$ cat config.mk
export PLATFORM = sky130hd
export DESIGN_NAME = line_draw_engine
export DESIGN_NICKNAME = d
export VERILOG_FILES = /design/src/rtl/line_draw_engine.sv
export SDC_FILE = /design/constraint.sdc
export NUM_CORES = 1
export LEC_CHECK = 0
export BUFFER_PORTS_ARGS = -buffer_cell sky130_fd_sc_hd__clkbuf_2
export CORE_AREA = 2 2 154 111
export CTS_CLUSTER_DIAMETER = 60
export CTS_CLUSTER_SIZE = 12
export DETAILED_ROUTE_END_ITERATION = 8
export DIE_AREA = 0 0 156 113
export PLACE_DENSITY = 0.68
export SLEW_MARGIN = 0
export SYNTH_ARGS = -nofsm -noshare
export SYNTH_HDL_FRONTEND = slang
export SYNTH_SLANG_ARGS = --single-unit
export TNS_END_PERCENT = 100
$ cat constraint.sdc
create_clock -name HCLK -period 7.1 [get_ports HCLK]
set_clock_uncertainty 0.05 [all_clocks]
set_input_delay 0 -clock HCLK [delete_from_list [all_inputs] [get_ports HCLK]]
set_output_delay 0 -clock HCLK [all_outputs]
set_load 0.005 [all_outputs]
$ cat src/rtl/line_draw_engine.sv
// Bresenham line rasteriser: latches endpoints on a DataValid rising edge
// and streams one pixel per valid/ready handshake to the framebuffer writer.
module line_draw_engine #(
    parameter int COORD_W = 9,
    parameter int ERR_W   = COORD_W + 2
) (
    input  logic               HCLK,
    input  logic               HRESETn,
    input  logic [COORD_W-1:0] x1,
    input  logic [COORD_W-1:0] y1,
    input  logic [COORD_W-1:0] x2,
    input  logic [COORD_W-1:0] y2,
    input  logic               DataValid,
    input  logic               pix_ready,
    output logic [COORD_W-1:0] pix_x,
    output logic [COORD_W-1:0] pix_y,
    output logic               pix_valid,
    output logic               busy,
    output logic               done
);

    typedef enum logic [1:0] {IDLE, SETUP, DRAW, DONE} state_t;

    state_t state, state_nxt;

    logic                      dv_q;
    logic                      start;
    logic [COORD_W-1:0]        xa, ya, xb, yb;
    logic [COORD_W-1:0]        absx, absy;
    logic signed [ERR_W-1:0]   adx, ady;
    logic signed [ERR_W-1:0]   dx, dy, err;
    logic signed [ERR_W:0]     e2, dx_e, dy_e;
    logic                      sx_neg, sy_neg;
    logic                      fire, last, step_x, step_y;

    assign start = DataValid & ~dv_q;
    assign fire  = pix_valid & pix_ready;
    assign last  = (pix_x == xb) && (pix_y == yb);

    assign absx = (xb >= xa) ? xb - xa : xa - xb;
    assign absy = (yb >= ya) ? yb - ya : ya - yb;
    assign adx  = $signed({{(ERR_W-COORD_W){1'b0}}, absx});
    assign ady  = $signed({{(ERR_W-COORD_W){1'b0}}, absy});

    // One extra bit so 2*err and the sign-extended deltas compare safely
    assign e2     = $signed({err, 1'b0});
    assign dx_e   = $signed({dx[ERR_W-1], dx});
    assign dy_e   = $signed({dy[ERR_W-1], dy});
    assign step_x = (e2 >= dy_e);
    assign step_y = (e2 <= dx_e);

    always_ff @(posedge HCLK or negedge HRESETn) begin
        if (!HRESETn) state <= IDLE;
        else          state <= state_nxt;
    end

    always_comb begin
        state_nxt = state;
        busy      = 1'b0;
        done      = 1'b0;
        unique case (state)
            IDLE:  if (start) state_nxt = SETUP;
            SETUP: begin
                busy      = 1'b1;
                state_nxt = DRAW;
            end
            DRAW: begin
                busy = 1'b1;
                if (fire && last) state_nxt = DONE;
            end
            DONE: begin
                done      = 1'b1;
                state_nxt = IDLE;
            end
            default: state_nxt = IDLE;
        endcase
    end

    always_ff @(posedge HCLK or negedge HRESETn) begin
        if (!HRESETn) begin
            dv_q      <= 1'b0;
            xa        <= '0;
            ya        <= '0;
            xb        <= '0;
            yb        <= '0;
            dx        <= '0;
            dy        <= '0;
            err       <= '0;
            sx_neg    <= 1'b0;
            sy_neg    <= 1'b0;
            pix_x     <= '0;
            pix_y     <= '0;
            pix_valid <= 1'b0;
        end else begin
            dv_q <= DataValid;
            unique case (state)
                IDLE: begin
                    if (start) begin
                        xa <= x1;
                        ya <= y1;
                        xb <= x2;
                        yb <= y2;
                    end
                end
                SETUP: begin
                    dx        <= adx;
                    dy        <= -ady;
                    err       <= adx - ady;
                    sx_neg    <= (xb < xa);
                    sy_neg    <= (yb < ya);
                    pix_x     <= xa;
                    pix_y     <= ya;
                    pix_valid <= 1'b1;
                end
                DRAW: begin
                    if (fire) begin
                        if (last) begin
                            pix_valid <= 1'b0;
                        end else begin
                            err <= err + (step_x ? dy : '0) + (step_y ? dx : '0);
                            if (step_x)
                                pix_x <= sx_neg ? pix_x - COORD_W'(1) : pix_x + COORD_W'(1);
                            if (step_y)
                                pix_y <= sy_neg ? pix_y - COORD_W'(1) : pix_y + COORD_W'(1);
                        end
                    end
                end
                default: ;
            endcase
        end
    end

endmodule

# After elaboration in Yosys (flattened, before gate mapping)
# Cells that the tools add are included.
[classes]
addsub = 12
n_mul = 0
div_mod_pow = 0
order_cmp = 6
n_eq_ne = 12
n_shift = 0
n_mux = 25
bitwise = 3
n_reduce_logical = 11
[ops]
columns = ["op", "n"]
rows = [
  ["$mux 9", 11],
  ["$pmux 9 s2", 2],
  ["$sub 9x9->9", 4],
  ["$mux 11", 3],
  ["$pmux 11 s2", 1],
  ["$add 9x1->9 const B", 2],
  ["$eq 9x9->1", 2],
  ["$ge 9x9->1", 2],
  ["$lt 9x9->1", 2],
  ["$sub 9x1->9 const B", 2],
  ["$ne 2x2->1 const B", 7],
  ["$ge 12x11->1", 1],
  ["$le 12x10->1", 1],
  ["$add 11x11->11", 1],
  ["$add 11x9->11", 1],
  ["$neg 9->11", 1],
  ["$sub 9x9->10", 1],
  ["$pmux 2 s4", 1],
  ["$reduce_and 4->1", 2],
  ["$reduce_and 3->1", 2],
  ["$eq 2x2->1 const B", 2],
  ["$mux 1", 4],
  ["$mux 2", 2],
  ["$reduce_and 2->1", 2],
  ["8 further kinds", 10],
]
[word_totals]
reg_bits = 91
latch_bits = 0
ramBits = 0
rom_bits = 0
in_bits = 40
out_inout_bits = 21
wordCells = 83
n_memories = 0

# Logic depth before layout (Yosys ltp)
# Gate-level depths: netlist (run 1).
[logic_depth]
depth_word = 7
ltp_mapped = 22

# Least setup slack after synthesis (run 1)
# OpenSTA, ideal clock, no wires.
[synth_timing]
path_kind = "register -> register"
start = "reg err[0]"
end = "reg err[9]"
setup_time_ps = 77
t_arrival_ps = 4092
setup_slack_ps = 2880
path_stages_with_launch = 21
path_cell_list = "dfrtp_1 > ha_1 > nor2b_1 > o21a_1 > o21ai_0 > a21oi_1 > o31ai_1 > a31oi_1 > clkbuf_1 > and2_1 > fa_1 > ha_1 > fa_1 > a21o_1 > a21oi_1 > o21bai_1 > a21oi_1 > o21ai_0 > xor2_1 > nand2_1 > a21oi_1"
[synth_via]
elab_chain_cells = 7
word_cells_on_any_way = 9
[synth_rtl]
columns = ["item", "line", "rtl"]
rows = [
  ["start, declared", "31", "logic signed [ERR_W-1:0] dx, dy, err;"],
  ["start signal, assigned", "108", "err <= adx - ady;"],
  ["start signal, assigned", "120", "err <= err + (step_x ? dy : '0) + (step_y ? dx : '0);"],
  ["$ge 12x11->1", "49", "assign step_x = (e2 >= dy_e);"],
  ["$mux 11", "120", ""],
  ["$add 11x11->11", "120", ""],
  ["$add 11x9->11 (*)", "120", ""],
  ["$mux 11 (*)", "117", "if (last) begin"],
  ["$mux 11 (*)", "116", "if (fire) begin"],
  ["$pmux 11 s2 (*)", "96", "unique case (state)"],
]
# Mark *: on every way between the ends. The rest lies on a longest branch, timed or not. The select of a mux whose other input is x is not followed.
# A chain may end at the register's enable or synchronous reset.

# Worst setup path in the final report (run 1)
# Ends and elaborated chain as after synthesis.

==> out/metrics.csv, run 1 <==
metric,value,unit
vias in the first global route,6138,
count of final hold-check violations,0,
DRC Markers,0,
CTS tree,done,
dpl cell area,8357,µm²
Via density,5.431,
startpoint types,flip-flop,
Mapped Area,7946,µm²
Fmax,0.2070,GHz
WHS Path Cells,6,
P&R area growth vs syn,13.64,%
final net count,1105,
#FFs+latches synth,91,
number of synthesized flops with an enable pin,0,
status,finished clean,
Max Slew Vio Count,0,
hpwl dp,14550,µm
syn_area_per_cell,9.082,µm²
XOR/XNOR Fraction of Synth Area,7.322,%
die area,17630,µm²
syn_nets,1024,
Root Buffer,clkbuf_16,
"Max FO, Critical Path",11,
die width,156,µm
Pre-antenna DRT Iters,5,
largest family of logic cells by synthesized area,adder cells,
cell taking the most area after synthesis,dfrtp_1,
fin util,56.25,%
drt total wl,19220,µm
Cells after Synth,875,
1st-iter DRT viols,359,
Post-Synth Adder-Cell Area,18.77,%
worst path cell trace,ha_1 -> nor2b_1 -> o21a_1 -> o21ai_0 -> a21oi_1 -> o31ai_1 -> a31oi_1 -> and2_1 -> fa_1 -> ha_1 -> fa_1 -> a21o_1 -> a21oi_1 -> o21bai_1 -> a21oi_1 -> o21ai_0 -> xor2_1 -> nand2_1 -> a21oi_1,
multiplexer share of the synthesized area,9.668,%
Layout fillers,1420,
worst skew pair latency,0.36,ns
max_cap viols,0,
crit end category,flip-flop,
Yosys warning count,0,
Synth Area in Simple Gates,12.71,%
Crit path arrival time,5.06,ns
CTS Buf Count,9,
detailed-route wire length per cell,16.48,µm
layout cell share with drive strength beyond 1,14.36,%
Netlist cell types,62,
"slowest stage delay, CP",0.45,ns
ys async rst share,100.0,%
most frequent CP cell,a21oi_1,
Finished Cell Area,9030,µm²
Post-CTS Resized,0,
R2R depth,19,
Placer Congestion,0.9368,
clock-pin slew on the worst setup and hold paths,0.07,ns
Hold Crit Class,in -> reg,
Worst-Margin Slew,1.067,ns
H-Tree Depth,3,
chip height,113,µm
Initial Util,49.50,%
unrepaired setup endpoints after global routing,false,
most frequent cells in the layout,"ha_1, dfrtp_1, inv_1, a21oi_1, nand2_1",
Placed Cells,1112,
largest net degree at the start of global routing,54,
core area,16050,µm²
Port Buffers,60,
deepest clock path buffer count,2,
critical path class,reg -> reg,
share of the clock period used by the worst path,68.03,%
Setup TNS,0,ns
"non-filler cells, final",1166,
Synth top area share,28.66,%
antenna violations before repair,0,
worst relative slew slack,28.74,%
Vias,6332,
Congestion Overflow GR,0,
ANT cells,0,
share of the yosys chip area belonging to registers,28.66,%
first-pass GRT wire length,32290,µm
"top cells by area, synth","dfrtp_1, ha_1, mux2_2",
Total Routing Usage GR,23.20,%
slowest CP cell,fa_1,
Final min period,4.830,ns
# rows,39,
"most common cell after layout, fill and taps aside",ha_1,
# setup viols final,0,
Top Ports,61,
post-route ant nets,0,
# clock sinks,91,
CP Data Required Time,7.33,ns
ys flop type,dfrtp_1,
compound-cell area share of the yosys netlist,16.33,%
[critical path: cells and delay by family, from the launching register on]
| family | cells | cell delay [ns] |
|---|---|---|
| adder cells (fa/ha/maj) | 4 | 1.40 |
| AND/OR/NAND/NOR | 3 | 0.50 |
| flip-flops | 1 | 0.41 |
| AO/OA/AOI/OAI | 11 | 2.26 |
| XOR/XNOR | 1 | 0.14 |
[logic make-up after synthesis]
family	Yosys count
muxes	70
AOI/OAI and AO/OA	213
xor gates and xnor gates	63
and+or+nand+nor	207
DFF	91
buffers and inverters	122
adders and majority gates	109
[state kept, by name, indices dropped and copies added (netlist names)]
name       cells
dy            11
err           11
dx             9
pix_x          9
pix_y          9
xa             9
xb             9
ya             9
yb             9
state          2
dv_q           1
pix_valid      1
sx_neg         1
sy_neg         1
[cell usage after synthesis (17+ instances only)]
master and number:
a21oi_1 68, dfrtp_1 91, mux2_2 41, ha_1 92, o21ai_0 61, xnor2_1 26
fa_1 17, clkbuf_1 20, nand2_1 65, inv_1 88, mux2i_1 27, nor2_1 49
a21o_1 23, xor2_1 33
[what timing repair did]
item,4_1_cts,5_1_grt
hold buffers,38,0
setup buffers,0,0
setup endpoints to repair,0,0
endpoints found under the hold margin,75,0
[per-stage QoR]
stage	worst slack, ns	hold WS [ns]
after CTS	2.296	0.03592
after global routing	1.824	0.09882
after floorplan	2.880	-0.3456
after global placement	2.482	-0.03208
final	2.270	0.03412
after detailed placement	2.361	-0.03155
[layer usage]
layer	vias to the layer above	global-route usage, %	share of wire [%]	wire length, µm
met4	0	3.731	0.95	182
met5	-	0	0	0
met1	2991	35.52	52	10090
met2	141	34.34	42	8026
li1	3189	-	-	-
met3	11	4.826	4.8	921
[path summary, 6_finish.rpt]
check | slack [ns] | end | start
max | 2.27 | err[9]$_DFFE_PN0P_ | err[0]$_DFFE_PN0P_
min | 0.03 | pix_valid$_DFFE_PN0P_ | pix_ready
max reg2reg | 2.27 | err[9]$_DFFE_PN0P_ | err[0]$_DFFE_PN0P_
min reg2reg | 0.48 | xa[8]$_DFFE_PN0P_ | xa[8]$_DFFE_PN0P_
max in group asynchronous | 5.80 | yb[6]$_DFFE_PN0P_ | HRESETn
min in group asynchronous | 0.11 | err[8]$_DFFE_PN0P_ | HRESETn
[area by class of cell]
class / count / area [µm²] / share of cell area, %
Clock buffer: 9 / 225.2 / 2.494
Clock inverter: 7 / 67.56 / 0.7482
Inverter: 89 / 334.1 / 3.700
Multi-Input combinational cell: 662 / 5149 / 57.02
Sequential cell: 91 / 2277 / 25.22
Tap cell: 205 / 256.5 / 2.841
Timing Repair Buffer: 103 / 720.7 / 7.981
Power of run 1 is left out: the tool's default activity adds up to more than one toggle a clock period on the data nets, which glitch-free logic cannot reach.
==> inputs of run 2 (changes only) <==
Clock period 7.1 ns to 4.6 ns, I/O delays scaled along.
==> out/metrics.csv, run 2 (synthesized netlist as in run 1, its figures left out) <==
metric,value,unit,change
worst relative slew slack,39.58,%,+11 points
crit end category,flip-flop,,
worst path cell trace,ha_1 -> nor2b_1 -> o21a_1 -> o21ai_1 -> a21oi_1 -> o31ai_2 -> a31oi_4 -> and2_1 -> fa_1 -> ha_1 -> a21o_1 -> a21oi_2 -> nor2b_1 -> o21ai_1 -> a21oi_1 -> nand3_1 -> nand2_1 -> or4_1 -> a31oi_1,,
1st-iter DRT viols,501,,+40%
Place WS,0.07428,ns,-2.286 ns
Worst-Margin Slew,0.9064,ns,-0.1606 ns
largest net degree at the start of global routing,67,,+24%
layout cell share with drive strength beyond 1,16.32,%,+2.0 points
most frequent cells in the layout,"ha_1, dfrtp_1, inv_1, nand2_1, a21oi_1",,
Buf/Inv on CP,0,,unchanged
slowest CP cell,fa_1,,
count of final hold-check violations,0,,unchanged
fin util,57.08,%,+0.83 points
first-pass GRT wire length,32430,µm,+0.43%
Vias,6417,,+1.3%
Pre-antenna DRT Iters,5,,unchanged
Congestion Overflow GR,0,,unchanged
Crit path arrival time,4.53,ns,-0.53 ns
post-route ant nets,0,,unchanged
Hold Crit Class,in -> reg,,
Via density,5.443,,+0.22%
ANT cells,0,,unchanged
max_cap viols,0,,unchanged
# setup viols final,0,,unchanged
worst skew pair latency,0.36,ns,about the same
final worst slack,0.3040,ns,-1.966 ns
multi-input combinational cell area,5192,µm²,+0.85%
P&R area growth vs syn,15.32,%,
Setup TNS,0,ns,unchanged
Worst setup endpoint,err[10]$_DFFE_PN0P_,,
Layout fillers,1433,,+0.92%
Port Buffers,60,,unchanged
Placer Congestion,0.9081,,-3.1%
Fmax,0.2328,GHz,+12%
DRC Markers,0,,unchanged
H-Tree Depth,3,,unchanged
CP Data Required Time,4.83,ns,-2.50 ns
antenna violations before repair,0,,unchanged
startpoint types,flip-flop,,
Worst R2R Start,err[0]$_DFFE_PN0P_,,
clock-pin slew on the worst setup and hold paths,0.07,ns,about the same
CTS tree,done,,
R2R depth,19,,unchanged
die area,17630,µm²,unchanged
"Max FO, Critical Path",5,,-6
"slowest stage delay, CP",0.51,ns,+0.06 ns
Finished Cell Area,9164,µm²,+1.5%
critical path class,reg -> reg,,
Sequential Area,2277,µm²,unchanged
top flop regs,"dy (11), err (11)",,
status,finished clean,,
hpwl dp,14780,µm,+1.6%
Critical R2R Capture,err[10]$_DFFE_PN0P_,,
dpl cell area,8432,µm²,+0.90%
"most common cell after layout, fill and taps aside",ha_1,,
detailed-route wire length per cell,16.82,µm,+2.1%
# clock sinks,91,,unchanged
Final min period,4.296,ns,-0.5338 ns
Initial Util,49.50,%,unchanged
deepest clock path buffer count,2,,unchanged
Max Slew Vio Count,0,,unchanged
CTS Buf Count,9,,unchanged
vias in the first global route,6142,,+0.065%
core area,16050,µm²,unchanged
Critical path origin,err[0]$_DFFE_PN0P_,,
share of the clock period used by the worst path,93.39,%,+25 points
unrepaired setup endpoints after global routing,false,,
die width,156,µm,unchanged
Worst path depth,19,,unchanged
Top Ports,61,,unchanged
final net count,1118,,+1.2%
# rows,39,,unchanged
chip height,113,µm,unchanged
drt total wl,19840,µm,+3.2%
top cell family by delay on the critical path,compound AO/OA/AOI/OAI gates,,
R2R Setup Slk,0.30,ns,-1.97 ns
Root Buffer,clkbuf_16,,
Total Routing Usage GR,23.58,%,+0.38 points
==> run 2: cell count changes in the layout (fill, tap and decap cells not counted), moves of 3 or more <==
cell	previous run	this run
buf_4	6	19
a21oi_1	68	63
a21oi_2	1	6
o21ai_0	61	58
o21ai_1	3	6
==> run 2: area by class of cell <==
| cell class | count | area share (%) |
|---|---|---|
| multi-input cells | 662 | 56.66 |
| flip-flops and latches | 91 | 24.85 |
| repair buffers | 116 | 8.930 |
| inverters | 89 | 3.646 |
| well taps | 205 | 2.799 |
| clock buffers | 10 | 2.499 |
| clock inverters | 6 | 0.6144 |
==> run 2: layer usage <==
metal  wire (µm)  track usage [%]  part of all wire [%]
met2        8359            34.34                    42
met5           0                0                     0
met3         805            4.366                   4.1
met4         272            5.688                   1.4
met1       10400            36.15                    52
==> run 2: worst reg2reg max path, stage by stage, from the launching register on <==
cell	delay [ns]
dfrtp_1	0.40
ha_1	0.29
nor2b_1	0.13
o21a_1	0.16
o21ai_1	0.12
a21oi_1	0.11
o31ai_2	0.33
a31oi_4	0.18
and2_1	0.20
fa_1	0.51
ha_1	0.32
a21o_1	0.17
a21oi_2	0.15
nor2b_1	0.07
o21ai_1	0.19
a21oi_1	0.13
nand3_1	0.10
nand2_1	0.06
or4_1	0.40
a31oi_1	0.16
==> run 2: worst min path at each step <==
stage,slack (ns),depth (start not counted),startpoint,end
2_1_floorplan,-0.35,0,HRESETn,dv_q$_DFF_PN0_
3_3_place_gp,0.09,1,DataValid,dv_q$_DFF_PN0_
3_5_place_dp,0.10,1,DataValid,dv_q$_DFF_PN0_
4_1_cts,0.04,6,pix_ready,pix_valid$_DFFE_PN0P_
5_1_grt,0.09,6,pix_ready,pix_valid$_DFFE_PN0P_
6_report,0.04,6,pix_ready,pix_valid$_DFFE_PN0P_
==> run 2: stage by stage <==
stage / hold WS (ns) / std cells
after CTS: 0.03779 / 1176
after detailed placement: 0.1004 / 1122
final: 0.03703 / 1179
after global placement: 0.08640 / 1122
after global routing: 0.08777 / 1179
after floorplan: -0.3456 / 875
==> run 2: repair_timing <==
item | CTS | global route
buffers inserted | 0 | 3
resized for setup | 0 | 14
hold endpoints to repair | 102 | 0
hold buffers | 38 | 0
endpoints found under the setup margin | 0 | 6
Power of run 2 is left out for the same reason.
